## src/rtl/vector_minmax_sequencer.sv

```systemverilog
// Vector min/max sequencer: walks one instruction across its LMUL register group,
// feeding the registered 2-cycle min/max unit one register per cycle and
// retiring results to the vector register file as they emerge.

package vector_minmax_pkg;

  // Decoded min/max control carried to the datapath for the whole group.
  typedef struct packed {
    logic       is_signed;  // 1: signed compare, 0: unsigned compare
    logic       is_max;     // 1: max, 0: min
    logic [1:0] sew;        // element width: 0->8, 1->16, 2->32, 3->64 bits
  } execution_vector_t;

endpackage

// Sequencer top.
// Occupancy is L+3 cycles per instruction (L+1 after handshake before the last
// write-back, then one cycle back in IDLE); misaligned requests take 2 cycles.
// req_ready is only high in IDLE; a request seen while busy must be held.
module vector_minmax_sequencer
  import vector_minmax_pkg::*;
#(
  parameter int VLEN  = 128,
  parameter int RF_AW = 5
) (
  input  logic              clock,
  input  logic              reset_n,

  input  logic              req_valid,
  output logic              req_ready,
  input  execution_vector_t req_exec,
  input  logic [1:0]        req_lmul,
  input  logic [RF_AW-1:0]  req_vs2,
  input  logic [RF_AW-1:0]  req_vs1,
  input  logic [RF_AW-1:0]  req_vd,

  output logic [RF_AW-1:0]  rf_ra_a,
  output logic [RF_AW-1:0]  rf_ra_b,
  input  logic [VLEN-1:0]   rf_rd_a,
  input  logic [VLEN-1:0]   rf_rd_b,

  output execution_vector_t unit_exec,
  output logic [VLEN-1:0]   unit_vs2,
  output logic [VLEN-1:0]   unit_vs1,
  input  logic [VLEN-1:0]   unit_vd,

  output logic              wb_valid,
  output logic [RF_AW-1:0]  wb_addr,
  output logic [VLEN-1:0]   wb_data,
  output logic              done,
  output logic              err
);

  localparam logic [1:0] ST_IDLE  = 2'd0;
  localparam logic [1:0] ST_ISSUE = 2'd1;
  localparam logic [1:0] ST_DRAIN = 2'd2;
  localparam logic [1:0] ST_ERR   = 2'd3;

  logic [1:0]        state;
  logic [1:0]        state_nxt;

  // Captured instruction; sampled only on the handshake cycle.
  execution_vector_t exec_q;
  logic [2:0]        last_idx_q;   // L-1 of the accepted group
  logic [RF_AW-1:0]  vs2_base;
  logic [RF_AW-1:0]  vs1_base;
  logic [RF_AW-1:0]  vd_base;
  logic [2:0]        idx;          // element currently being issued

  // Two-deep tracker mirroring the min/max unit pipeline. Stage 0 is the
  // element the unit is computing, stage 1 the element presented on unit_vd.
  logic              trk0_vld;
  logic [RF_AW-1:0]  trk0_addr;
  logic              trk1_vld;
  logic [RF_AW-1:0]  trk1_addr;

  logic              accept;
  logic [2:0]        req_last_idx;
  logic [RF_AW-1:0]  req_mask;
  logic              req_misaligned;
  logic              issuing;
  logic              issue_last;
  logic [RF_AW-1:0]  idx_ext;

  assign accept    = req_valid && req_ready;
  assign issuing   = (state == ST_ISSUE);
  assign idx_ext   = RF_AW'(idx);
  assign issue_last = issuing && (idx == last_idx_q);

  // Decode the group length code into the index of the last register.
  always_comb begin
    req_last_idx = 3'd0;
    case (req_lmul)
      2'd0:    req_last_idx = 3'd0;
      2'd1:    req_last_idx = 3'd1;
      2'd2:    req_last_idx = 3'd3;
      default: req_last_idx = 3'd7;
    endcase
  end

  // A base is aligned when its low log2(L) bits are zero; OR-ing the three
  // bases first flags the request if any one of them has a stray low bit.
  assign req_mask       = RF_AW'(req_last_idx);
  assign req_misaligned = |((req_vs2 | req_vs1 | req_vd) & req_mask);

  // Next-state selection for the instruction sequencer.
  always_comb begin
    state_nxt = state;
    case (state)
      ST_IDLE: begin
        if (accept) begin
          state_nxt = req_misaligned ? ST_ERR : ST_ISSUE;
        end
      end
      ST_ISSUE: begin
        if (issue_last) begin
          state_nxt = ST_DRAIN;
        end
      end
      ST_DRAIN: begin
        // Nothing left behind the final element, and the final element is
        // being written back this cycle.
        if (!trk0_vld && trk1_vld) begin
          state_nxt = ST_IDLE;
        end
      end
      default: begin
        state_nxt = ST_IDLE;
      end
    endcase
  end

  // State register.
  always_ff @(posedge clock or negedge reset_n) begin
    if (!reset_n) begin
      state <= ST_IDLE;
    end else begin
      state <= state_nxt;
    end
  end

  // Capture the instruction on the handshake and step the element index.
  always_ff @(posedge clock or negedge reset_n) begin
    if (!reset_n) begin
      exec_q     <= '0;
      last_idx_q <= 3'd0;
      vs2_base   <= '0;
      vs1_base   <= '0;
      vd_base    <= '0;
      idx        <= 3'd0;
    end else if (accept) begin
      exec_q     <= req_exec;
      last_idx_q <= req_last_idx;
      vs2_base   <= req_vs2;
      vs1_base   <= req_vs1;
      vd_base    <= req_vd;
      idx        <= 3'd0;
    end else if (issuing) begin
      idx        <= idx + 3'd1;
    end
  end

  // Track in-flight destinations; bubbles are pushed whenever nothing issues.
  always_ff @(posedge clock or negedge reset_n) begin
    if (!reset_n) begin
      trk0_vld  <= 1'b0;
      trk0_addr <= '0;
      trk1_vld  <= 1'b0;
      trk1_addr <= '0;
    end else begin
      trk0_vld  <= issuing;
      trk0_addr <= issuing ? (vd_base + idx_ext) : '0;
      trk1_vld  <= trk0_vld;
      trk1_addr <= trk0_addr;
    end
  end

  // Read side: address the current element and forward its operands. Both
  // are forced to zero outside ISSUE so the unit sees clean idle inputs.
  always_comb begin
    rf_ra_a  = '0;
    rf_ra_b  = '0;
    unit_vs2 = '0;
    unit_vs1 = '0;
    if (issuing) begin
      rf_ra_a  = vs2_base + idx_ext;
      rf_ra_b  = vs1_base + idx_ext;
      unit_vs2 = rf_rd_a;
      unit_vs1 = rf_rd_b;
    end
  end

  assign unit_exec = exec_q;
  assign req_ready = (state == ST_IDLE);
  assign err       = (state == ST_ERR);

  // Write side: the tracker's output stage lines up with unit_vd.
  assign wb_valid = trk1_vld;
  assign wb_addr  = trk1_addr;
  assign wb_data  = unit_vd;

  // The last write-back is the one with nothing valid behind it while draining.
  assign done = trk1_vld && !trk0_vld && (state == ST_DRAIN);

  // Write-backs only ever occur while an instruction owns the datapath.
  a_wb_owned: assert property (@(posedge clock) disable iff (!reset_n)
    wb_valid |-> (state == ST_ISSUE || state == ST_DRAIN));

  // A rejected request never reaches the datapath.
  a_err_quiet: assert property (@(posedge clock) disable iff (!reset_n)
    err |-> (!wb_valid && !trk0_vld));

endmodule
```

## config.mk

```make
export PLATFORM = sky130hd
export DESIGN_NAME = vector_minmax_sequencer
export DESIGN_NICKNAME = d
export VERILOG_FILES = /design/src/rtl/vector_minmax_sequencer.sv
export SDC_FILE = /design/constraint.sdc
export NUM_CORES = 1
export LEC_CHECK = 0
export CORE_AREA = 2 2 316 318
export DETAILED_ROUTE_END_ITERATION = 10
export DIE_AREA = 0 0 318 320
export GPL_ROUTABILITY_DRIVEN = 0
export PLACE_DENSITY = 0.3
export SLEW_MARGIN = 5
export SYNTH_ARGS = -nofsm -noshare
export SYNTH_HDL_FRONTEND = slang
export SYNTH_SLANG_ARGS = --single-unit
```

## constraint.sdc

```tcl
create_clock -name clock -period 2.6 [get_ports clock]
set_input_delay 0.26 -clock clock [delete_from_list [all_inputs] [get_ports clock]]
set_output_delay 0.26 -clock clock [all_outputs]
set_load 0.03 [all_outputs]
```

==> results.json <==
{
  "maxCapViolCount": 0,
  "power.density_mw_per_mm2": 856.8,
  "fp.dieW_microns": 318,
  "vias": 5749,
  "dp_slack_ns": 0.1769,
  "fin_crit_sh_pct": 96.42,
  "crit_path_end_kind": "primary output",
  "drt_iter0_drc": 345,
  "firstDrtPassIters": 4,
  "setup_tns_ns": 0,
  "crit_cells": 6,
  "vdd_drop_max_mv": 0.3883,
  "timing.critical_path.to": "unit_vs2[71]",
  "layout_commonest_cell": "clkdlybuf4s50_1",
  "setup_ws_ns": 0.09313,
  "wl_per_cell_microns": 21.86,
  "ant_nets": 0,
  "gr-total-overflow": 0,
  "placed_cells": 2301,
  "period_minus_slack_ns": 2.507,
  "seq_area_frac_synth_pct": 20.60,
  "worst_pin_slew_ns": 0.5404,
  "cts_root_buf": "clkbuf_16",
  "cp_cell_sequence": "nand2b_4 > inv_6 > buf_12 > buf_12 > and2_1 > buf_12",
  "place_area_sq_mm": 0.01124,
  "crit_family": "buffers and inverters",
  "synth_area_leader_cell": "and2_1",
  "rr_startpoint": "idx[0]",
  "drc": 0,
  "fmax_mhz": 398.9,
  "antenna_found_initial": 12,
  "ys_types": 29,
  "post_route_cells_drive_above_1_share_pct": 19.73,
  "synthesis.area_sq_mm": 0.004738,
  "insertion_delay_ns": 0.28,
  "final_cell_mix": "clkdlybuf4s50_1 (376), and2_1 (264), buf_4 (118)",
  "worstPathRequired_ns": 2.34,
  "post_cts_buffers": 0,
  "synthTopCellsByArea": "and2_1 (35%), dfrtp_1 (21%), buf_4 (20%), buf_6 (6.9%), nand2_1 (5.4%)",
  "regArea_sq_um": 977.2,
  "pin_count": 815,
  "rsz0062_at_grt": "false",
  "crit_start": "state[1]",
  "slew_headroom_pct": 63.97,
  "cts_buffers": 5,
  "synth_top_area_share_pct": 34.86,
  "cpMaxStageDelayCell": "and2_1",
  "final_nets": 1441,
  "power.total_w": 0.009742,
  "die-area_sq_mm": 0.1018,
  "worst_setup_path_start_kind": "flop",
  "grt_use_total_pct": 9.299,
  "vias_per_cell": 2.490,
  "synthToLayoutAreaGrowth_pct": 140.0,
  "finalHoldViolations": 0,
  "die_h_microns": 320,
  "grt_pass1_vias": 5853,
  "setup_viol": 0,
  "fin_skew_ns": 0.005743,
  "slowest_delay_ns": 0.46,
  "clk_pin_slew_ns": 0.06,
  "synth_nets": 1023,
  "avgSynthCellArea_sq_um": 7.871,
  "cp_max_fo": 77,
  "grt_pass1_wl_microns": 63240,
  "rrSetupSlack_ns": 0.81,
  "final_cells": 2309,
  "synth_warnings": 0,
  "reg2reg_to": "trk0_addr[4]",
  "fin_area_sq_mm": 0.01137,
  "multiInputGateArea_sq_mm": 0.002442,
  "initial_utilization_pct": 4.836,
  "core-area_sq_mm": 0.09799,
  "critPathBufInv": 4,
  "clock_path_buffers": 2,
  "synth_seq_cells": 39,
  "cp.arrival_ns": 2.25,
  "postSynthCellCount": 602,
  "htree_levels": 2,
  "fp-row-count": 115,
  "path_common_cell": "buf_12",
  "finalMaxSlewViolations": 0,
  "holdCritPathClass": "flop to flop",
  "reg2regPathDepth": 7,
  "portBuffers": 558,
  "cts_tree": "done",
  "p_leak_nw": 4.533,
  "run_status": "finished, final reports clean",
  "place_hpwl_microns": 44900,
  "routed_wirelength_microns": 50470,
  "setup.worst_path.class": "flop to primary output",
  "numClockSinks": 39,
  "fill_cells": 11250,
  "grt_max_degree": 65
}
worst reg2reg max path, stage by stage (launching register included):
cell	delay, ns
dfrtp_1	0.39
buf_4	0.17
ha_1	0.22
fa_1	0.42
a21oi_1	0.19
nor2b_1	0.07
xnor2_1	0.15
nor2_1	0.07
logic make-up (layout without fill, tap and decap cells):
family                     after synthesis  in the layout  share of synthesized area [%]
DFF                                     39             39                          20.60
xor gates and xnor gates                13             13                          2.403
and+or+nand+nor                        353            353                          42.59
other                                    0              3                              0
buffers and inverters                  164            581                          27.86
muxes                                    1              1                         0.2113
adders and majority gates               13             13                          3.908
AOI/OAI and AO/OA                       19             19                          2.429
sequential cells by signal, summed over array words and instances, names as in the netlist:
name	flops
idx	3
last_idx_q	3
state	2
trk0_addr	5
trk0_vld	1
unit_exec	4
vd_base	5
vs1_base	5
vs2_base	5
wb_addr	5
wb_valid	1
metal layers:
metal / up-vias / global-route usage (%) / share of wire [%]
met5: - / 3.735 / 1.2
met4: 18 / 2.222 / 2.5
met1: 2639 / 10.38 / 39
met2: 525 / 12.79 / 40
met3: 41 / 7.960 / 17
li1: 2526 / - / -
synth_stat cells (all sizes together):
cell,instances
nor2b,3
and2,264
xnor2,6
dfrtp,39
nor3,1
nor3b,1
a21o,3
or3,1
xor2,7
inv,1
buf,162
o41ai,1
a21oi,7
mux2i,1
o31a,1
a2bb2oi,1
a31oi,1
nand2,68
fa,3
nand2b,2
ha,10
nand3,2
o21ai,5
clkbuf,1
nor2,11
timing repair:
| action | 4_1_cts | 5_1_grt |
|---|---|---|
| endpoints found under the setup margin | 4 | 8 |
| hold buffers | 0 | 0 |
| endpoints found under the hold margin | 0 | 0 |
| gates resized for setup | 4 | 3 |
power breakdown:
part	leakage [nW]	internal (W)	total, W	switching [W]
Sequential	0.499	0.000878	0.00109	0.000216
Clock	0.0628	0.000345	0.000581	0.000236
Combinational	3.97	0.00347	0.00807	0.00460
Total	4.53	0.00469	0.00974	0.00505
worst min path at each step:
| stage | startpoint | endpoint | slack (ns) | cells after the start |
|---|---|---|---|---|
| 2_1_floorplan | reset_n | idx[0] | -0.04 | 0 |
| 3_3_place_gp | trk0_addr[3] | wb_addr[3] | 0.33 | 0 |
| 3_5_place_dp | trk0_addr[0] | wb_addr[0] | 0.34 | 0 |
| 4_1_cts | trk0_addr[0] | wb_addr[0] | 0.35 | 0 |
| 5_1_grt | trk0_addr[1] | wb_addr[1] | 0.36 | 0 |
| 6_report | trk0_addr[0] | wb_addr[0] | 0.35 | 0 |
through the flow:
| step | util [%] | hold slack (ns) |
|---|---|---|
| after floorplan | - | -0.03559 |
| after global placement | 11.47 | 0.3344 |
| after detailed placement | 11.47 | 0.3371 |
| after CTS | 11.60 | 0.3494 |
| after global routing | 11.60 | 0.3550 |
| final | 11.60 | 0.3467 |
final cells by class:
class	instances	share of cell area, %
antenna	3	0.06603
clock buffer	6	1.133
inverter	1	0.07703
multi-input combinational	399	21.48
sequential	39	8.595
tap	1287	14.16
timing repair buffer	574	54.48
Note: power is estimated with default switching activity, not from simulation.
